===== src/rtl/nanorv32_retire_trace_buf.sv =====
// rtl/nanorv32_retire_trace_buf.sv - retire-trace capture FIFO for the nanorv32 core
//
// Captures one entry per retired instruction: PC, instruction word and the rd writeback.
// A retiring load waits in a pending register until its data phase completes. It is then
// pushed together with the loaded value. Entries go into a circular FIFO that is drained
// through a valid/ready pop port.
//
// Optional feature: define NANORV32_TRACE_TIMESTAMP_EN to add a free-running cycle counter.
// Each entry then carries the counter value of its retire cycle on out_tstamp.
//
// Ports:
//   clk, rst_n           core clock, asynchronous active-low reset
//   trace_en, trace_clr  capture enable, synchronous clear
//   ret_*                retire-stage inputs (valid, pc, instr, is_load, rd_we/idx/data)
//   ld_*                 outstanding-load completion (done, rd_we, rd_data)
//   out_valid/out_ready  pop handshake; out_pc/instr/rd_we/rd_idx/rd_data give the head entry
//   overflow, drop_cnt   sticky drop flag and saturating drop counter
//   level                current occupancy (the extra bit tells full from empty)
//   out_tstamp           head timestamp (NANORV32_TRACE_TIMESTAMP_EN only)

module nanorv32_retire_trace_buf #(
    parameter int DEPTH_LOG2 = 4,
    parameter int DROP_CNT_W = 8
) (
    input  logic                  clk,
    input  logic                  rst_n,
    input  logic                  trace_en,
    input  logic                  trace_clr,
    input  logic                  ret_valid,
    input  logic [31:0]           ret_pc,
    input  logic [31:0]           ret_instr,
    input  logic                  ret_is_load,
    input  logic                  ret_rd_we,
    input  logic [4:0]            ret_rd_idx,
    input  logic [31:0]           ret_rd_data,
    input  logic                  ld_done,
    input  logic                  ld_rd_we,
    input  logic [31:0]           ld_rd_data,
    output logic                  out_valid,
    input  logic                  out_ready,
    output logic [31:0]           out_pc,
    output logic [31:0]           out_instr,
    output logic                  out_rd_we,
    output logic [4:0]            out_rd_idx,
    output logic [31:0]           out_rd_data,
`ifdef NANORV32_TRACE_TIMESTAMP_EN
    output logic [31:0]           out_tstamp,
`endif
    output logic                  overflow,
    output logic [DROP_CNT_W-1:0] drop_cnt,
    output logic [DEPTH_LOG2:0]   level
);

    localparam int DEPTH = 1 << DEPTH_LOG2;
    localparam int LW    = DEPTH_LOG2 + 1;

    typedef struct packed {
        logic [31:0] pc;
        logic [31:0] instr;
        logic        rd_we;
        logic [4:0]  rd_idx;
        logic [31:0] rd_data;
`ifdef NANORV32_TRACE_TIMESTAMP_EN
        logic [31:0] tstamp;
`endif
    } entry_t;

    entry_t                  r_mem [DEPTH];
    logic [DEPTH_LOG2-1:0]   r_wr_ptr;
    logic [DEPTH_LOG2-1:0]   r_rd_ptr;
    logic [LW-1:0]           r_level;
    logic                    r_overflow;
    logic [DROP_CNT_W-1:0]   r_drop_cnt;

    logic                    r_pend_valid;
    logic [31:0]             r_pend_pc;
    logic [31:0]             r_pend_instr;
    logic [4:0]              r_pend_idx;
`ifdef NANORV32_TRACE_TIMESTAMP_EN
    logic [31:0]             r_cycle;
    logic [31:0]             r_pend_ts;
`endif

    logic                    w_pop;
    logic                    w_new_load;
    logic                    w_push_a;
    logic                    w_push_b;
    logic [LW:0]             w_free;
    logic [LW:0]             w_free_b;
    logic                    w_a_ok;
    logic                    w_b_ok;
    logic [1:0]              w_drops;
    logic [DROP_CNT_W:0]     w_drop_sum;
    logic [DEPTH_LOG2-1:0]   w_addr_b;
    entry_t                  w_entry_a;
    entry_t                  w_entry_b;
    entry_t                  w_head;

    always_comb begin
        w_pop      = (r_level != '0) && out_ready;
        w_new_load = ret_valid && ret_is_load && trace_en;
        // The pending load leaves either on completion or when a new load overwrites it
        // (protocol error). In the overwrite case the old load has no data yet.
        w_push_a   = r_pend_valid && (ld_done || w_new_load);
        w_push_b   = ret_valid && !ret_is_load && trace_en;

        // Space freed by this cycle's pop counts. A is served before B.
        w_free     = (LW+1)'(DEPTH) - {1'b0, r_level} + (LW+1)'(w_pop);
        w_a_ok     = w_push_a && (w_free != '0);
        w_free_b   = w_free - (LW+1)'(w_a_ok);
        w_b_ok     = w_push_b && (w_free_b != '0);
        w_drops    = 2'(w_push_a && !w_a_ok) + 2'(w_push_b && !w_b_ok);
        w_drop_sum = {1'b0, r_drop_cnt} + (DROP_CNT_W+1)'(w_drops);
        w_addr_b   = r_wr_ptr + DEPTH_LOG2'(w_a_ok);

        w_entry_a         = '0;
        w_entry_a.pc      = r_pend_pc;
        w_entry_a.instr   = r_pend_instr;
        w_entry_a.rd_we   = ld_done && ld_rd_we;
        w_entry_a.rd_idx  = r_pend_idx;
        w_entry_a.rd_data = ld_done ? ld_rd_data : 32'h0;

        w_entry_b         = '0;
        w_entry_b.pc      = ret_pc;
        w_entry_b.instr   = ret_instr;
        w_entry_b.rd_we   = ret_rd_we;
        w_entry_b.rd_idx  = ret_rd_idx;
        w_entry_b.rd_data = ret_rd_data;
`ifdef NANORV32_TRACE_TIMESTAMP_EN
        w_entry_a.tstamp  = r_pend_ts;
        w_entry_b.tstamp  = r_cycle;
`endif
    end

    // Storage has no reset. The outputs are masked with out_valid, so stale content is never visible.
    always_ff @(posedge clk) begin
        if (w_a_ok) begin
            r_mem[r_wr_ptr] <= w_entry_a;
        end
        if (w_b_ok) begin
            r_mem[w_addr_b] <= w_entry_b;
        end
    end

    always_ff @(posedge clk or negedge rst_n) begin
        if (!rst_n) begin
            r_wr_ptr     <= '0;
            r_rd_ptr     <= '0;
            r_level      <= '0;
            r_overflow   <= 1'b0;
            r_drop_cnt   <= '0;
            r_pend_valid <= 1'b0;
            r_pend_pc    <= '0;
            r_pend_instr <= '0;
            r_pend_idx   <= '0;
`ifdef NANORV32_TRACE_TIMESTAMP_EN
            r_pend_ts    <= '0;
`endif
        end else if (trace_clr) begin
            r_wr_ptr     <= '0;
            r_rd_ptr     <= '0;
            r_level      <= '0;
            r_overflow   <= 1'b0;
            r_drop_cnt   <= '0;
            r_pend_valid <= 1'b0;
        end else begin
            r_wr_ptr <= r_wr_ptr + DEPTH_LOG2'(w_a_ok) + DEPTH_LOG2'(w_b_ok);
            r_rd_ptr <= r_rd_ptr + DEPTH_LOG2'(w_pop);
            r_level  <= r_level + LW'(w_a_ok) + LW'(w_b_ok) - LW'(w_pop);
            if (w_drops != 2'd0) begin
                r_overflow <= 1'b1;
                r_drop_cnt <= w_drop_sum[DROP_CNT_W] ? '1 : w_drop_sum[DROP_CNT_W-1:0];
            end
            // Completion and push of the old pending load happen first. A load retiring
            // in the same cycle then takes over the pending register.
            if (w_new_load) begin
                r_pend_valid <= 1'b1;
                r_pend_pc    <= ret_pc;
                r_pend_instr <= ret_instr;
                r_pend_idx   <= ret_rd_idx;
`ifdef NANORV32_TRACE_TIMESTAMP_EN
                r_pend_ts    <= r_cycle;
`endif
            end else if (ld_done) begin
                r_pend_valid <= 1'b0;
            end
        end
    end

`ifdef NANORV32_TRACE_TIMESTAMP_EN
    // Free-running; deliberately untouched by trace_clr so timestamps stay monotonic.
    always_ff @(posedge clk or negedge rst_n) begin
        if (!rst_n) begin
            r_cycle <= '0;
        end else begin
            r_cycle <= r_cycle + 32'd1;
        end
    end
`endif

    always_comb begin
        w_head      = r_mem[r_rd_ptr];
        out_valid   = (r_level != '0);
        out_pc      = out_valid ? w_head.pc      : 32'h0;
        out_instr   = out_valid ? w_head.instr   : 32'h0;
        out_rd_we   = out_valid && w_head.rd_we;
        out_rd_idx  = out_valid ? w_head.rd_idx  : 5'h0;
        out_rd_data = out_valid ? w_head.rd_data : 32'h0;
`ifdef NANORV32_TRACE_TIMESTAMP_EN
        out_tstamp  = out_valid ? w_head.tstamp  : 32'h0;
`endif
        overflow    = r_overflow;
        drop_cnt    = r_drop_cnt;
        level       = r_level;
    end

endmodule

===== config.mk =====
export PLATFORM = sky130hd
export DESIGN_NAME = nanorv32_retire_trace_buf
export DESIGN_NICKNAME = d
export VERILOG_FILES = /design/src/rtl/nanorv32_retire_trace_buf.sv
export SDC_FILE = /design/constraint.sdc
export NUM_CORES = 2
export LEC_CHECK = 0
export BUFFER_PORTS_ARGS = -buffer_cell sky130_fd_sc_hd__buf_2
export CAP_MARGIN = 20
export CORE_AREA = 2 2 368 370
export CTS_CLUSTER_DIAMETER = 200
export DETAILED_ROUTE_END_ITERATION = 8
export DIE_AREA = 0 0 370 372
export GPL_ROUTABILITY_DRIVEN = 1
export PLACE_DENSITY = 0.82
export SETUP_SLACK_MARGIN = 0.05
export SLEW_MARGIN = 20
export SYNTH_ARGS = -nofsm -noshare
export SYNTH_HDL_FRONTEND = slang
export SYNTH_SLANG_ARGS = --single-unit

===== constraint.sdc =====
create_clock -name clk -period 14 [get_ports clk]
set_input_delay 1.4 -clock clk [delete_from_list [all_inputs] [get_ports clk]]
set_output_delay 1.4 -clock clk [all_outputs]
set_load 0.05 [all_outputs]

==> flow_summary.json <==
{
  "drv_cap": 0,
  "grt_pass1_vias": 54151,
  "p_int_uw": 10110,
  "first_iter_violations": 9955,
  "cp_max_fo": 110,
  "syn_inst": 5214,
  "synth-seq-cells": 1724,
  "cp.required_ps": 14500,
  "pwr-share-seq": 0.417,
  "postRouteAntennaNets": 0,
  "crit_type": "flip-flop to flip-flop",
  "ys_dominant_reg_cell": "edfxtp_1",
  "critPathMaxStageDelay_ps": 1020,
  "antenna_found_initial": 27,
  "wl_per_cell_um": 35.45,
  "finalSetupViolations": 0,
  "worstSetupEndpointType": "flip-flop",
  "path_clk_slew_ps": 60,
  "synth_edf_count": 1632,
  "crit_family": "buffers and inverters",
  "ff2ff_path_depth": 19,
  "period_share": 0.5919,
  "yosys_warnings": 0,
  "synth_area_leaders": "edfxtp_1 (57%), mux2_2 (11%), mux4_2 (11%), o32ai_1 (4.7%), mux2_1 (4.1%)",
  "area_growth_syn_to_layout_pct": 8.666,
  "max_freq_mhz": 120.7,
  "synth_top_cell_by_area": "edfxtp_1",
  "min_to": "r_pend_valid",
  "clkPwrFrac": 0.308,
  "worst_setup_path_start_kind": "flip-flop",
  "status": "finished clean",
  "setup_tns_ps": 0,
  "syn_nets": 5381,
  "io_buffers": 259,
  "power.density_nw_per_um2": 158.4,
  "first_pass_iters": 7,
  "r2r-start": "level[3]",
  "cp.arrival_ps": 8790,
  "synth_most_common_cell": "edfxtp_1",
  "synth_common_cells": "edfxtp_1 (1632), mux2_2 (864), o32ai_1 (462)",
  "dpl-instance-area_um2": 88080,
  "rrSetupSlack_ps": 5710,
  "ir_drop_mv": 0.1471,
  "synth_cell_types": 53,
  "grt_max_degree": 169,
  "clock_skew_ps": 31.22,
  "fp-row-count": 135,
  "stdcell_area_um2": 93630,
  "ctsResizeCount": 0,
  "drc": 0,
  "worst_pin_slew_ps": 1256,
  "dieArea_um2": 137600,
  "syn-cell-area_um2": 86160,
  "path_buf_inv": 6,
  "crit_chain": "inv_1 > ha_1 > or4b_2 > nand2_1 > ha_1 > inv_1 > ha_1 > a21oi_1 > o21ba_2 > o41a_1 > ha_1 > nand2b_1 > mux2_2 > nor4_4 > buf_4 > buf_4 > buf_4 > buf_4 > o32ai_1",
  "power_frac_comb": 0.275,
  "hold-worst-slack_ps": 533.3,
  "p_leak_uw": 0.02904,
  "cts_tree": "yes",
  "cts-root-buf": "clkbuf_16",
  "relSlewSlack": 0.1627,
  "dieWidth_um": 370,
  "clockBufferDepth": 3,
  "hpwlAfterDp_um": 118900,
  "die_y_um": 372,
  "min_period_ps": 8287,
  "hp-start": "r_pend_valid",
  "routed_wl_um": 249900,
  "dp_worst_setup_slack_ps": 6027,
  "vias_per_cell": 7.685,
  "htreeDepth": 4,
  "worstHoldPathCells": 2,
  "power.switching_uw": 4725,
  "hp-class": "flip-flop to flip-flop",
  "io_pins": 260,
  "cts_setup_buffers": 0,
  "cp_slowest_cell": "buf_4",
  "grt_setup_unrepaired": "false",
  "hold_violations": 0,
  "setup_ws_ps": 5713,
  "gp_congestion": 0.8441,
  "overflow": 0,
  "numCtsBuffers": 174,
  "initial_core_util": 0.6416,
  "clkSinkCount": 1724,
  "slew_viol_final": 0,
  "vias": 54180,
  "rr_endpoint": "r_mem[4][19]",
  "synthArstFlopShare": 0.05336,
  "synth.avg_cell_area_um2": 16.53,
  "netlist.area_leader.share": 0.5688,
  "worst_skew_pair.late_latency_ps": 820,
  "holdBufCountCts": 0,
  "nNetsFinal": 5273,
  "grt_pass1_wl_um": 362300,
  "p_sw_frac": 0.3186,
  "drive_above_1_share": 0.3663,
  "core_area_um2": 134300,
  "synth_seq_area_share": 0.5955,
  "grt_usage": 0.3616
}
==> cell type report <==
type | count | area [µm²]
sequential | 1724 | 51320
antenna | 16 | 40.04
tap | 1781 | 2228
fill | 8382 | 40660
clock inverter | 83 | 699.4
inverter | 15 | 56.30
multi-input combinational | 2837 | 32240
clock buffer | 240 | 4806
timing repair buffer | 354 | 2235
==> metal layers <==
layer	vias to the layer above	part of all wire	track usage
met5	-	0.00053	0
met4	14	0.045	0.1538
met3	824	0.14	0.1009
met2	4576	0.46	0.5542
met1	27401	0.35	0.4911
li1	21365	-	-
==> cell usage in the layout, fill, tap and decap left out, drive strengths merged, types with 23 or more instances in the layout <==
| cell type | netlist | routed |
|---|---|---|
| clkinv | 0 | 65 |
| nand4 | 69 | 69 |
| nand2 | 185 | 185 |
| mux4 | 408 | 408 |
| o21ai | 69 | 69 |
| o32ai | 462 | 462 |
| edfxtp | 1632 | 1632 |
| clkbuf | 316 | 240 |
| dfrtp | 92 | 92 |
| buf | 322 | 354 |
| inv | 15 | 23 |
| mux2 | 1174 | 1174 |
| mux2i | 204 | 204 |
| o22ai | 102 | 102 |
==> power groups by stage <==
stage / clock [µW] / combinational (µW) / sequential (µW)
CTS: 4580 / 4050 / 6180
global placement: 0 / 3950 / 6280
detailed placement: 0 / 4030 / 6290
finish: 4570 / 4070 / 6190
global route: 4760 / 4280 / 6210
floorplan: 0 / 3170 / 6150
==> worst max path at each step <==
stage,cells past startpoint,startpoint,end
global placement,17,out_ready,r_mem[6][19]
detailed placement,17,out_ready,r_mem[0][29]
finish,19,level[3],r_mem[4][19]
floorplan,12,level[2],r_mem[12][0]
CTS,19,level[3],r_mem[4][19]
global route,19,level[3],r_mem[4][19]
==> registers in the layout (all words and copies together) (netlist names) <==
signal	count
level	5
drop_cnt	8
overflow	1
r_pend_pc	32
r_rd_ptr	4
r_mem	1632
r_wr_ptr	4
r_pend_valid	1
r_pend_idx	5
r_pend_instr	32
==> logic make-up after synthesis <==
kind of cell	Yosys count	share of synthesized area
compound gates	672	0.06167
xor+xnor	11	0.001118
fa+ha+maj	24	0.003747
buf+inv	653	0.03408
flops	1724	0.5955
mux	1786	0.2838
simple gates	344	0.02011
==> stage by stage <==
step | total power (µW) | instances | util
floorplan | 9313 | 5214 | -
global placement | 10230 | 6710 | 0.6556
detailed placement | 10320 | 6711 | 0.6559
CTS | 14810 | 7034 | 0.6969
global route | 15260 | 7042 | 0.6971
finish | 14830 | 7050 | 0.6972
==> worst min-delay path, stage by stage (launching register included) <==
cell and delay, ps:
dfrtp_1 380, nand2_1 60, nand2_1 60
Power figures use the tool's default switching activity.
